==> src/rtl/pipe_stage_chain.sv <==
// Elastic valid/ready register chain placed between two CPU pipeline stages.
// Each stage holds a main register and, when SKID=1, a skid register so that
// its upstream ready comes straight from a flop. With SKID=0 ready ripples
// combinationally from the output back to the input. A flush empties every
// stage in one edge without touching the payload registers.
module pipe_stage_chain #(
  parameter int DATA_W = 32,
  parameter int STAGES = 1,
  parameter int SKID   = 1
) (
  input  logic                                   clk_i,
  input  logic                                   rst_i,
  input  logic                                   flush_i,
  input  logic                                   in_valid_i,
  output logic                                   in_ready_o,
  input  logic [DATA_W-1:0]                      in_data_i,
  output logic                                   out_valid_o,
  input  logic                                   out_ready_i,
  output logic [DATA_W-1:0]                      out_data_o,
  output logic [$clog2(STAGES*(1+SKID)+1)-1:0]   occupancy_o
);

  localparam int CAP   = STAGES * (1 + SKID);
  localparam int OCC_W = $clog2(CAP + 1);
  localparam logic [OCC_W-1:0] OCC_ONE = OCC_W'(1);

  typedef enum logic [1:0] {
    EMPTY = 2'd0,
    BUSY  = 2'd1,
    FULL  = 2'd2
  } stage_state_e;

  logic [STAGES-1:0] mv;
  logic [STAGES-1:0] sv;
  logic [STAGES-1:0] rdy;
  logic [STAGES-1:0] dn_ready;
  logic [STAGES-1:0] in_fire;
  logic [STAGES-1:0] out_fire;
  logic [DATA_W-1:0] m_data [STAGES];
  logic              ready_en_q;
  logic [OCC_W-1:0]  occ_q;

  // Keep upstream ready low until the first edge after reset is released
  always_ff @(posedge clk_i or negedge rst_i) begin
    if (!rst_i) ready_en_q <= 1'b0;
    else        ready_en_q <= 1'b1;
  end

  // Ready walks from the output towards the input; fires are gated by flush
  always_comb begin
    logic dn;
    rdy        = '0;
    dn_ready   = '0;
    in_fire    = '0;
    out_fire   = '0;
    in_ready_o = 1'b0;
    dn         = out_ready_i;
    for (int k = STAGES - 1; k >= 0; k--) begin
      dn_ready[k] = dn;
      rdy[k]      = (SKID != 0) ? !sv[k] : (!mv[k] || dn);
      dn          = rdy[k];
    end
    in_ready_o = ready_en_q && rdy[0] && !flush_i;
    for (int k = 0; k < STAGES; k++) begin
      out_fire[k] = mv[k] && dn_ready[k] && !flush_i;
    end
    in_fire[0] = in_valid_i && in_ready_o;
    for (int k = 1; k < STAGES; k++) begin
      in_fire[k] = out_fire[k-1];
    end
  end

  for (genvar k = 0; k < STAGES; k++) begin : g_stage
    stage_state_e      state_q;
    stage_state_e      state_d;
    logic              load_m;
    logic              load_s;
    logic              shift_s;
    logic [DATA_W-1:0] up_data;
    logic [DATA_W-1:0] m_q;
    logic [DATA_W-1:0] s_q;

    if (k == 0) begin : g_head
      assign up_data = in_data_i;
    end else begin : g_body
      assign up_data = m_data[k-1];
    end

    assign mv[k]     = (state_q != EMPTY);
    assign sv[k]     = (state_q == FULL);
    assign m_data[k] = m_q;

    // Stage next state and which register captures on this edge
    always_comb begin
      state_d = state_q;
      load_m  = 1'b0;
      load_s  = 1'b0;
      shift_s = 1'b0;
      if (flush_i) begin
        state_d = EMPTY;
      end else begin
        case (state_q)
          EMPTY: begin
            if (in_fire[k]) begin
              state_d = BUSY;
              load_m  = 1'b1;
            end
          end
          BUSY: begin
            if (in_fire[k] && out_fire[k]) begin
              load_m = 1'b1;
            end else if (in_fire[k]) begin
              state_d = FULL;
              load_s  = 1'b1;
            end else if (out_fire[k]) begin
              state_d = EMPTY;
            end
          end
          FULL: begin
            if (out_fire[k]) begin
              state_d = BUSY;
              shift_s = 1'b1;
            end
          end
          default: state_d = EMPTY;
        endcase
      end
    end

    // Stage state register
    always_ff @(posedge clk_i or negedge rst_i) begin
      if (!rst_i) state_q <= EMPTY;
      else        state_q <= state_d;
    end

    // Payload registers load only when a beat lands in them
    always_ff @(posedge clk_i or negedge rst_i) begin
      if (!rst_i) begin
        m_q <= '0;
        s_q <= '0;
      end else begin
        if (load_m)       m_q <= up_data;
        else if (shift_s) m_q <= s_q;
        if (load_s)       s_q <= up_data;
      end
    end
  end

  // Beat count held in the chain: +1 per accept, -1 per delivery, 0 on flush
  always_ff @(posedge clk_i or negedge rst_i) begin
    if (!rst_i) begin
      occ_q <= '0;
    end else if (flush_i) begin
      occ_q <= '0;
    end else begin
      case ({in_fire[0], out_fire[STAGES-1]})
        2'b10:   occ_q <= occ_q + OCC_ONE;
        2'b01:   occ_q <= occ_q - OCC_ONE;
        default: occ_q <= occ_q;
      endcase
    end
  end

  assign out_valid_o = mv[STAGES-1];
  assign out_data_o  = m_data[STAGES-1];
  assign occupancy_o = occ_q;

endmodule

==> config.mk <==
export PLATFORM = sky130hd
export DESIGN_NAME = pipe_stage_chain
export DESIGN_NICKNAME = d
export VERILOG_FILES = /design/src/rtl/pipe_stage_chain.sv
export SDC_FILE = /design/constraint.sdc
export NUM_CORES = 1
export LEC_CHECK = 0
export BUFFER_PORTS_ARGS = -buffer_cell sky130_fd_sc_hd__buf_2
export CAP_MARGIN = 20
export CORE_ASPECT_RATIO = 1.4
export CORE_UTILIZATION = 53
export CTS_CLUSTER_DIAMETER = 200
export CTS_CLUSTER_SIZE = 14
export DETAILED_ROUTE_END_ITERATION = 16
export PLACE_DENSITY = 0.9
export SYNTH_ARGS = -nofsm -noshare
export SYNTH_HDL_FRONTEND = slang
export SYNTH_SLANG_ARGS = --single-unit
==> constraint.sdc <==
create_clock -name clk_i -period 1.9 [get_ports clk_i]
set_clock_uncertainty 0.15 [all_clocks]
set_input_delay 0.19 -clock clk_i [delete_from_list [all_inputs] [get_ports clk_i]]
set_output_delay 0.19 -clock clk_i [all_outputs]
set_load 0.03 [all_outputs]
Word-level counts from Yosys, hierarchy flattened

Cells that the tools add are included.

Add/sub/neg operators: 2
Equality and inequality tests: 8
Mux-type cells: 21
Reduce and logical (&&, ||, !) cells: 13

Operator list:

| cell                                                   | count |
|---|---|
| two-way mux 32 bit                                     | 2 |
| two-way mux 2 bit                                      | 7 |
| two-way mux 1 bit                                      | 9 |
| logical AND 1 bit                                      | 6 |
| inequality test 3 bit (second input constant)          | 2 |
| case mux 2 bit (3 select lines)                        | 1 |
| equality test 2 x 1 -> 1 bit (second input constant)   | 2 |
| equality test 2 bit (second input constant)            | 2 |
| inequality test 4 bit (second input constant)          | 1 |
| case mux 2 bit (2 select lines)                        | 1 |
| AND reduction 4 bit                                    | 1 |
| nonzero test 2 bit                                     | 2 |
| inequality test 3 x 2 -> 1 bit (second input constant) | 1 |
| nonzero test 3 bit                                     | 1 |
| adder 2 x 1 -> 2 bit (second input constant)           | 1 |
| logical NOT 1 bit                                      | 2 |
| logical NOT 2 bit                                      | 1 |
| case mux 1 bit (2 select lines)                        | 1 |
| subtractor 2 x 1 -> 2 bit (second input constant)      | 1 |

Flip-flop bits (word level): 69
Input bits: 37
Output and inout bits: 36
Logic and storage cells: 49

Logic depth before layout (Yosys ltp)

Word-level depth: 10
Mapped depth: 7

Least setup slack after synthesis

Ideal clock, no wire load.

Path type: register to output
Start: register g_stage[0].state_q[1]
End: output in_ready_o
Arrival time: 1327 ps
Required time: 1560 ps
Setup slack: 233 ps
Stages on the path, launching flop included: 3
Buffers on the path: 0
Cells stage by stage: dfrtp_1 > nor2b_1 > nor3b_1

Cells in the longest elaborated chain, start to end: 4

RTL lines:

| what                            | RTL line | source |
|---|---|---|
| start, declared                 | 74       | `stage_state_e state_q;` |
| start signal, assigned          | 133      | `else state_q <= state_d;` |
| equality test 2 bit             | 90       | `assign sv[k] = (state_q == FULL);` |
| logical NOT 1 bit               | 60       | `rdy[k] = (SKID != 0) ? !sv[k] : (!mv[k] \|\| dn);` |
| logical AND 1 bit (2 in series) | 63       | `in_ready_o = ready_en_q && rdy[0] && !flush_i;` |
| end, declared                   | 15       | `output logic in_ready_o,` |

Every way passes these cells.

Worst setup path in the final report

Ends and elaborated chain as after synthesis.

==> metrics.txt <==
synthesized flop and latch total 69; RSZ-0062 raised after global routing false; final setup fails 0; Finished Core Util 0.734; Power Density 1030 nW/um2; post-route cell area 4030 um2; Startpoint Class register; placed cell area 3460 um2; min setup slack post-route 0.157 ns; status completed; Core Area 5490 um2; die height 91.1 um; Area Growth Syn to Fin 33.9%; yosys warns 0; Rows 32; post-synth cell types 28; M3 GR Usage 0.0490; f_max 574 MHz; post-synthesis cell area 3010 um2; IO Count 73; fin crit share 0.917; DP HPWL 4.03 mm; drt drc 0; Placed Cells 377; Setup WS pre-CTS 0.145 ns; cell count after synthesis 243; busiest layer in global routing met2; Worst EP required 1.56 ns; First-pass DRT Iterations 4; clock root buffer master clkbuf_8; post-CTS setup buffers 0; largest net degree at the start of global routing 70; Post-Layout Cell Count 427; n_diodes 0; Iter 0 DRT Violations 211; mean post-synth cell area 12.4 um2; Max Root-Sink Buffers 2; total of max-cap violations 0; Syn Nets 280; Final Hold Vio Count 0; remaining global-route overflow 0; Starting Density 0.548; layout cell share with drive strength beyond 1 0.376; Min-Delay Path Class in2reg; vias per cell 5.33; Inserted Clock Buffers 9; CTS tree yes; crit path DAT 1.40 ns; first-pass GRT wire length 11.2 mm; Final ANT Viol Nets 0; post-synthesis async set-or-reset flop share 1.00; ys flop type dfrtp_1; CTS Sinks 69; post-synthesis sequential area ratio 0.574; post-cts resize count 0; drt wl/cell 15.8 um; htree depth 3; total track usage 0.248; via count 2278; kind of critical path reg2out; Slew Viols, Final 0; Die X 65.7 um; initial antenna violation count 0; Nets 391; clock slew at reported path FFs 0.07 ns; GPL Wtd Cong 0.723; Static Leakage 2.16 nW; met1 Use GR 0.298; vias in the first global route 2401; met2 Usage GRT 0.409; most common cell after layout, fill and taps aside buf_2; maximum vdd drop 0.552 mV; Min Hold Slack 0.0204 ns; Worst Path Max Fanout 9; EDFF count, synth 0; crit end category output port; WL final 6.76 mm; Power Total 4.16 mW; min Tclk post-route 1.74 ns; PortBufs 72; Final TNS setup 0 ns; overall die area 5980 um2; Clock Latency Late Sink 0.34 ns; most frequent cells in the layout buf_2 (72), dfrtp_1 (69), nand2_1 (66), dlygate4sd3_1 (34), a22oi_1 (32)
registers in the layout (all words and copies together) (netlist names):
signal / count
g_stage.state_q: 2
g_stage.s_q: 32
out_data_o: 32
ready_en_q: 1
occupancy_o: 2
worst max-delay path, stage by stage, from the launching register on:
cell     delay, ns
dfrtp_1       0.47
nor2b_1       0.20
nor3b_1       0.18
buf_2         0.22
per-layer routing:
layer  wire length (um)  vias to the layer above
li1                   -                     1056
met1               2800                     1128
met2               3540                       81
met3                286                       13
met4                129                        0
met5                  0                        -
cell families (layout without fill, tap and decap cells):
logic type,after synthesis,after routing,synth area share
other,1,1,0.00125
multiplexers,35,35,0.168
AO/OA/AOI/OAI,37,37,0.0919
AND/OR/NAND/NOR,84,84,0.122
XOR/XNOR,2,2,0.00582
buffers and inverters,15,131,0.0370
flip-flops,69,69,0.574
layout make-up:
type,count,area [um2]
clock buffers,10,138
clock inverters,6,86.3
fillers,356,1460
multi-input cells,159,1180
flip-flops and latches,69,1730
well taps,68,85.1
repair buffers,115,806
path summary, 6_finish.rpt:
kind | start | end | slack (ns) | cells after the start
max | g_stage[0].state_q[1] | in_ready_o | 0.16 | 3
max in group asynchronous | rst_i | out_data_o[19] | 1.04 | 3
min reg2reg | out_data_o[13] | out_data_o[13] | 0.33 | 2
min in group asynchronous | rst_i | g_stage[0].s_q[17] | 0.25 | 3
max reg2reg | g_stage[0].state_q[1] | occupancy_o[1] | 0.16 | 4
min | flush_i | occupancy_o[0] | 0.02 | 2
cells in the mapped netlist (all sizes together) (2+ instances only):
cell type / instances / area share
mux2: 33 / 0.16
and2: 2 / 0.0042
buf: 9 / 0.030
clkbuf: 6 / 0.0075
mux2i: 2 / 0.0067
nor3: 2 / 0.0050
a22oi: 32 / 0.080
nor2: 4 / 0.0050
xnor2: 2 / 0.0058
nor2b: 4 / 0.0083
nand2: 67 / 0.084
dfrtp: 69 / 0.57
where the power goes:
| part | total, mW | internal (mW) | switching (mW) |
|---|---|---|---|
| logic | 0.949 | 0.414 | 0.534 |
| registers | 1.89 | 1.73 | 0.160 |
| clock network | 1.32 | 0.772 | 0.550 |
| total | 4.16 | 2.92 | 1.24 |
what timing repair did:
item / CTS / global route
endpoints found under the hold margin: 134 / 0
setup endpoints to repair: 0 / 0
hold buffers: 34 / 0
No activity file was read; power rests on OpenSTA's default activity.
